[src/rtl/rv32v_types_pkg.sv]
// Shared RV32V vector-unit types: config selector, element width, and the
// execute->memory control word and lane-independent beat payload.
package rv32v_types_pkg;

    typedef enum logic [1:0] {
        CFG_NONE     = 2'd0,
        CFG_VSETVLI  = 2'd1,
        CFG_VSETIVLI = 2'd2,
        CFG_VSETVL   = 2'd3
    } cfgsel_t;

    typedef enum logic [1:0] {
        SEW8  = 2'd0,
        SEW16 = 2'd1,
        SEW32 = 2'd2,
        SEW64 = 2'd3
    } sew_t;

    typedef struct packed {
        logic        load;
        logic        store;
        logic        single_bit_write;
        cfgsel_t     config_type;
        logic [7:0]  vtype;
        logic [7:0]  next_vtype_csr;
        logic [31:0] next_avl_csr;
        logic [31:0] vl;
        logic [31:0] vstart;
        sew_t        eew;
        logic [4:0]  vd;
    } vexmem_ctrl_t;

    // Lane-count-independent part of a beat; per-lane fields are packed around it.
    typedef struct packed {
        vexmem_ctrl_t ctrl;
        logic [4:0]   rd_sel;
        logic [31:0]  rd_data;
        logic         rd_wen;
    } vexmem_beat_t;

    localparam int VEXMEM_DEPTH = 2;

endpackage

[src/rtl/rv32v_skid_fifo.sv]
// Generic 2-entry valid/ready skid buffer. in_ready depends only on the
// registered count, so there is no combinational path from out_ready.
module rv32v_skid_fifo
    import rv32v_types_pkg::*;
#(
    parameter int W = 8
) (
    input  logic         CLK,
    input  logic         nRST,
    input  logic         flush,
    input  logic         in_valid,
    output logic         in_ready,
    input  logic [W-1:0] in_data,
    output logic         out_valid,
    input  logic         out_ready,
    output logic [W-1:0] out_data
);

    logic [W-1:0] mem_q [VEXMEM_DEPTH];
    logic         wr_ptr_q, rd_ptr_q;
    logic         wr_ptr_d, rd_ptr_d;
    logic [1:0]   count_q, count_d;
    logic         push, pop;

    assign in_ready  = (count_q != 2'(VEXMEM_DEPTH));
    assign out_valid = (count_q != 2'd0);
    assign push      = in_valid & in_ready;
    assign pop       = out_valid & out_ready;
    assign out_data  = mem_q[rd_ptr_q];

    // Flush overrides both push and pop.
    always_comb begin
        count_d  = count_q;
        wr_ptr_d = wr_ptr_q;
        rd_ptr_d = rd_ptr_q;
        if (flush) begin
            count_d  = 2'd0;
            wr_ptr_d = 1'b0;
            rd_ptr_d = 1'b0;
        end else begin
            if (push) wr_ptr_d = ~wr_ptr_q;
            if (pop)  rd_ptr_d = ~rd_ptr_q;
            case ({push, pop})
                2'b10:   count_d = count_q + 2'd1;
                2'b01:   count_d = count_q - 2'd1;
                default: count_d = count_q;
            endcase
        end
    end

    always_ff @(posedge CLK or negedge nRST) begin
        if (!nRST) begin
            count_q  <= 2'd0;
            wr_ptr_q <= 1'b0;
            rd_ptr_q <= 1'b0;
            for (int e = 0; e < VEXMEM_DEPTH; e++) mem_q[e] <= '0;
        end else begin
            count_q  <= count_d;
            wr_ptr_q <= wr_ptr_d;
            rd_ptr_q <= rd_ptr_d;
            if (push && !flush) mem_q[wr_ptr_q] <= in_data;
        end
    end

endmodule

[src/rtl/rv32v_ex_mem_pipe.sv]
// Elastic execute->memory stage: vl/vstart lane gating at push into a 2-entry
// skid FIFO. Define RV32V_EX_MEM_PERF_EN to add stall/bubble counters.
module rv32v_ex_mem_pipe
    import rv32v_types_pkg::*;
#(
    parameter int NUM_LANES = 2,
    parameter int DATA_W    = 32,
    parameter int OFF_W     = 4
) (
    input  logic                        CLK,
    input  logic                        nRST,
    input  logic                        flush,
    input  logic                        in_valid,
    output logic                        in_ready,
    input  logic [NUM_LANES*DATA_W-1:0] in_aluresult,
    input  logic [NUM_LANES*DATA_W-1:0] in_storedata,
    input  logic [NUM_LANES-1:0]        in_wen,
    input  logic [NUM_LANES*OFF_W-1:0]  in_woffset,
    input  logic [31:0]                 in_elem_base,
    input  vexmem_ctrl_t                in_ctrl,
    input  logic [4:0]                  in_rd_sel,
    input  logic [31:0]                 in_rd_data,
    input  logic                        in_rd_wen,
    output logic                        out_valid,
    input  logic                        out_ready,
    output logic [NUM_LANES*DATA_W-1:0] out_aluresult,
    output logic [NUM_LANES*DATA_W-1:0] out_storedata,
    output logic [NUM_LANES-1:0]        out_wen,
    output logic [NUM_LANES*OFF_W-1:0]  out_woffset,
    output vexmem_ctrl_t                out_ctrl,
    output logic [4:0]                  out_rd_sel,
    output logic [31:0]                 out_rd_data,
    output logic                        out_rd_wen
`ifdef RV32V_EX_MEM_PERF_EN
    ,
    output logic [31:0]                 out_stall_cnt,
    output logic [31:0]                 out_bubble_cnt
`endif
);

    localparam int LANE_W = NUM_LANES * (2*DATA_W + OFF_W + 1);
    localparam int PW     = LANE_W + $bits(vexmem_beat_t);

    logic [NUM_LANES-1:0] wen_gated;
    vexmem_beat_t         in_beat, out_beat;
    logic [PW-1:0]        in_payload, out_payload;

    // Element index wraps mod 2^32; gated lanes keep their data, only wen drops.
    for (genvar i = 0; i < NUM_LANES; i++) begin : g_lane
        logic [31:0] idx;
        assign idx          = in_elem_base + 32'(i);
        assign wen_gated[i] = in_wen[i] & (idx < in_ctrl.vl) & (idx >= in_ctrl.vstart);
    end

    assign in_beat = '{ctrl: in_ctrl, rd_sel: in_rd_sel, rd_data: in_rd_data, rd_wen: in_rd_wen};
    assign in_payload = {in_aluresult, in_storedata, wen_gated, in_woffset, in_beat};
    assign {out_aluresult, out_storedata, out_wen, out_woffset, out_beat} = out_payload;
    assign out_ctrl    = out_beat.ctrl;
    assign out_rd_sel  = out_beat.rd_sel;
    assign out_rd_data = out_beat.rd_data;
    assign out_rd_wen  = out_beat.rd_wen;

    rv32v_skid_fifo #(.W(PW)) u_fifo (
        .CLK       (CLK),
        .nRST      (nRST),
        .flush     (flush),
        .in_valid  (in_valid),
        .in_ready  (in_ready),
        .in_data   (in_payload),
        .out_valid (out_valid),
        .out_ready (out_ready),
        .out_data  (out_payload)
    );

`ifdef RV32V_EX_MEM_PERF_EN
    logic [31:0] stall_cnt_q, stall_cnt_d;
    logic [31:0] bubble_cnt_q, bubble_cnt_d;

    // Saturating; only nRST clears them, flush does not.
    always_comb begin
        stall_cnt_d  = stall_cnt_q;
        bubble_cnt_d = bubble_cnt_q;
        if (in_valid && !in_ready && stall_cnt_q != 32'hFFFF_FFFF)
            stall_cnt_d = stall_cnt_q + 32'd1;
        if (out_ready && !out_valid && bubble_cnt_q != 32'hFFFF_FFFF)
            bubble_cnt_d = bubble_cnt_q + 32'd1;
    end

    always_ff @(posedge CLK or negedge nRST) begin
        if (!nRST) begin
            stall_cnt_q  <= '0;
            bubble_cnt_q <= '0;
        end else begin
            stall_cnt_q  <= stall_cnt_d;
            bubble_cnt_q <= bubble_cnt_d;
        end
    end

    assign out_stall_cnt  = stall_cnt_q;
    assign out_bubble_cnt = bubble_cnt_q;
`endif

endmodule

[config.mk]
export PLATFORM = sky130hd
export DESIGN_NAME = rv32v_ex_mem_pipe
export DESIGN_NICKNAME = d
export VERILOG_FILES = /design/src/rtl/rv32v_types_pkg.sv /design/src/rtl/rv32v_skid_fifo.sv /design/src/rtl/rv32v_ex_mem_pipe.sv
export SDC_FILE = /design/constraint.sdc
export NUM_CORES = 1
export LEC_CHECK = 0
export CAP_MARGIN = 25
export CELL_PAD_IN_SITES_DETAIL_PLACEMENT = 0
export CELL_PAD_IN_SITES_GLOBAL_PLACEMENT = 1
export CORE_MARGIN = 10
export CORE_UTILIZATION = 42
export DETAILED_ROUTE_END_ITERATION = 12
export PLACE_DENSITY = 0.8
export SETUP_SLACK_MARGIN = 0.3
export SLEW_MARGIN = 20
export SYNTH_ARGS = -nofsm -noshare
export SYNTH_HDL_FRONTEND = slang
export SYNTH_HIERARCHICAL = 1
export SYNTH_SLANG_ARGS = --single-unit
[constraint.sdc]
create_clock -name CLK -period 2.3 [get_ports CLK]
set_clock_uncertainty 0.05 [all_clocks]
set_input_delay 0.46 -clock CLK [delete_from_list [all_inputs] [get_ports CLK]]
set_output_delay 0.46 -clock CLK [all_outputs]
set_load 0.1 [all_outputs]
==> metrics.yaml <==
clock_network:
  clock_path_buffers: 3
  cts_num_sinks: 604
  clock-root-buffer: "clkbuf_16"
  cts_tree: "done"
  insertion_delay_ns: 0.62
  htreeDepth: 3
  cts-buffers-inserted: 69
  path_clk_slew_ns: 0.06
hold_path:
  min_path_type: "input port to flop"
  hold_path_depth: 2
floorplanning:
  start_util: 0.4224
  num_rows: 97
  dieArea_mm2: 0.08117
  die_x_um: 284.9
  die_h_um: 284.9
  core-area_mm2: 0.06979
  io_pins: 639
synth:
  synth.largest_area_cell: "dfrtp_1"
  synth_top_area_share: 0.5128
  syn_area_mm2: 0.02947
  async_flop_share: 1.000
  synth.net_count: 2550
  seq_area_frac_synth: 0.5128
  ys.flop_type: "dfrtp_1"
  syn_area_per_cell_um2: 14.13
  ys_warn_count: 6
  synth-edff-count: 0
  synthTopCellsByArea: "dfrtp_1 (51%), mux2_2 (34%), ha_1 (5.4%)"
  syn-instance-count: 2086
  ys_types: 57
  synth-seq-cells: 604
final_layout:
  design_area_mm2: 0.05037
  syn_to_final_growth_pct: 70.90
  utilization: 0.7218
  mostFrequentLayoutCell: "dfrtp_1"
  layout-drive-gt1-share: 0.5947
  fin_nets: 3601
  final_cell_mix: "dfrtp_1 (602), mux2_4 (548), buf_12 (367), mux2_2 (352), buf_4 (252)"
setup_path:
  crit_family: "buffers and inverters"
  worstSetupPathType: "flop to output port"
  cp_max_fo: 8
  startpoint: "u_fifo/rd_ptr_q$_DFFE_PN0P_"
  crit_required_ns: 1.79
  crit_path_top_delay_cell: "dfrtp_4"
  cp.arrival_ns: 2.25
  endpoint: "out_storedata[0]"
  cp.depth: 6
  crit_chain: "buf_6 -> buf_12 -> buf_12 -> buf_16 -> mux2_4 -> buf_12"
  ff2ff_path_depth: 9
  r2r-end: "u_fifo/mem_q[63]$_DFFE_PN0P_"
  start_kind: "flop"
  r2r_start: "u_fifo/count_q[1]$_DFFE_PN0P_"
  critPathCaptureType: "output port"
  critical_path.max_stage_delay_ns: 0.54
  r2r_slack_ns: 0.13
  cp_common_cell: "buf_12"
  worst-path-buf-inv: 5
routing:
  routed_wl_um: 112200
  wl_per_cell_um: 27.07
  drc: 0
  ant_nets: 0
  via_count: 22010
  vias_per_cell: 5.309
  first_pass_iters: 5
  drt_iter0_markers: 1101
status:
  status: "finished with violations"
  violations: "negative setup slack"
timing:
  timing.final.ws_setup_ns: -0.4561
  hold_viol: 0
  post-route-period-util: 1.198
  max_freq_ghz: 0.3628
  drv_slew: 0
  hold_ws_ns: 0.09357
  setup_violations: 302
  worst_pin_slew_ns: 0.6028
  relSlewSlack: 0.5981
  finalCriticalPeriod_ns: 2.756
  grt_setup_unrepaired: "yes"
grt:
  grt_max_degree: 87
  grt_pass1_wl_um: 157000
  grt-ovfl-total: 0
  antenna_found_initial: 33
  track_usage: 0.2519
  grt_pass1_vias: 24290
power:
  power_density_mw_per_mm2: 1053
  ir_drop_uv: 724.7
  power.static_leakage_nw: 23.72
place:
  gp_congestion: 0.8641
  placed_area_mm2: 0.04325
  dp.final_hpwl_um: 74420
  port_buffers: 638
flow_run:
  drv_cap: 0
worst min-delay path by stage:
| stage | from | endpoint | slack [ns] |
|---|---|---|---|
| after floorplan | nRST | u_fifo/count_q[0]$_DFFE_PN0P_ | 0.11 |
| after global placement | nRST | u_fifo/mem_q[84]$_DFFE_PN0P_ | 0.32 |
| after detailed placement | nRST | u_fifo/mem_q[384]$_DFFE_PN0P_ | 0.32 |
| after CTS | in_ctrl[37] | u_fifo/mem_q[75]$_DFFE_PN0P_ | 0.06 |
| after global routing | in_ctrl[38] | u_fifo/mem_q[76]$_DFFE_PN0P_ | 0.07 |
| final | in_ctrl[38] | u_fifo/mem_q[76]$_DFFE_PN0P_ | 0.09 |
state kept, by name, summed over array words and instances (netlist names):
| register | count |
|---|---|
| u_fifo/wr_ptr_q | 1 |
| u_fifo/mem_q | 600 |
| u_fifo/rd_ptr_q | 1 |
| u_fifo/count_q | 2 |
per-layer routing:
| metal | track usage | share of wire | vias up | wire length, µm |
|---|---|---|---|---|
| met5 | 0 | 0.00074 | - | 83 |
| met4 | 0.1209 | 0.045 | 14 | 5073 |
| met3 | 0.05194 | 0.050 | 229 | 5597 |
| met2 | 0.4327 | 0.51 | 624 | 56840 |
| met1 | 0.2984 | 0.40 | 11440 | 44620 |
| li1 | - | - | 9704 | - |
Yosys cell counts, drive strengths merged (2+ instances only):
library cell    n
nand4          25
a21boi          3
o2111ai         2
nor2           14
nand4b          2
o211ai          2
and4            9
buf            70
clkbuf         32
and2            2
nor4            4
xor2            9
inv            70
a211oi          3
nand2b          3
mux2          900
a2111o          3
nand2          40
o21ai          21
xnor2          22
a31oi           2
a21o            6
dfrtp         604
nor3            6
and3            6
a21oi          48
or3             3
a221oi          5
ha            127
nor2b           5
or2             2
nand3          19
nand3b          2
layout make-up:
cell class,instances,area [µm²]
clock inverters,18,292.8
inverters,70,281.5
flip-flops and latches,604,15120
diodes,23,57.56
well taps,940,1176
multi-input cells,1310,16200
repair buffers,1082,15230
clock buffers,99,2012
fillers,4308,19410
worst register-to-register path, stage by stage, from the launching register on:
cell and delay [ns]:
dfrtp_1 0.40, nor2b_4 0.26, clkinvlp_4 0.17, nand4b_1 0.16, buf_4 0.14, buf_8 0.13, buf_12 0.15, buf_8 0.14
clkbuf_16 0.15, mux2_4 0.30
metrics by stage:
stage	power [mW]	setup WS [ns]	std cells	setup TNS [ns]
4_1_cts	52.26	-0.4769	4043	-114.63
2_1_floorplan	30.75	-0.5089	2086	-1.017
3_5_place_dp	39.83	-1.660	3831	-81.02
6_report	53.04	-0.4561	4146	-112.34
5_1_grt	54.72	-0.5126	4144	-128.43
3_3_place_gp	39.36	-1.573	3831	-76.45
cell families (layout without fill, tap and decap cells):
logic type                 after synthesis  after routing  share of synthesized area
AOI/OAI and AO/OA                      105            105                    0.02263
DFF                                    604            604                     0.5128
other                                    0             23                          0
adders and majority gates              127            127                    0.05391
muxes                                  901            901                     0.3442
and+or+nand+nor                        146            146                    0.02725
xor gates and xnor gates                31             31                   0.009212
buffers and inverters                  172           1269                    0.03001
power by group:
part / total (mW) / switching, mW / internal [mW]
Clock: 11.3 / 4.64 / 6.68
Sequential: 14.9 / 1.62 / 13.3
Combinational: 26.8 / 15.1 / 11.7
Total: 53.0 / 21.4 / 31.7
repair_timing:
item / CTS / global route
resized for setup: 397 / 312
hold buffers: 1 / 0
pin swaps: 45 / 45
setup buffers: 60 / 43
cloned: 34 / 37
endpoints found under the setup margin: 828 / 892
endpoints found under the hold margin: 82 / 0
Note: power is estimated with default switching activity, not from simulation.
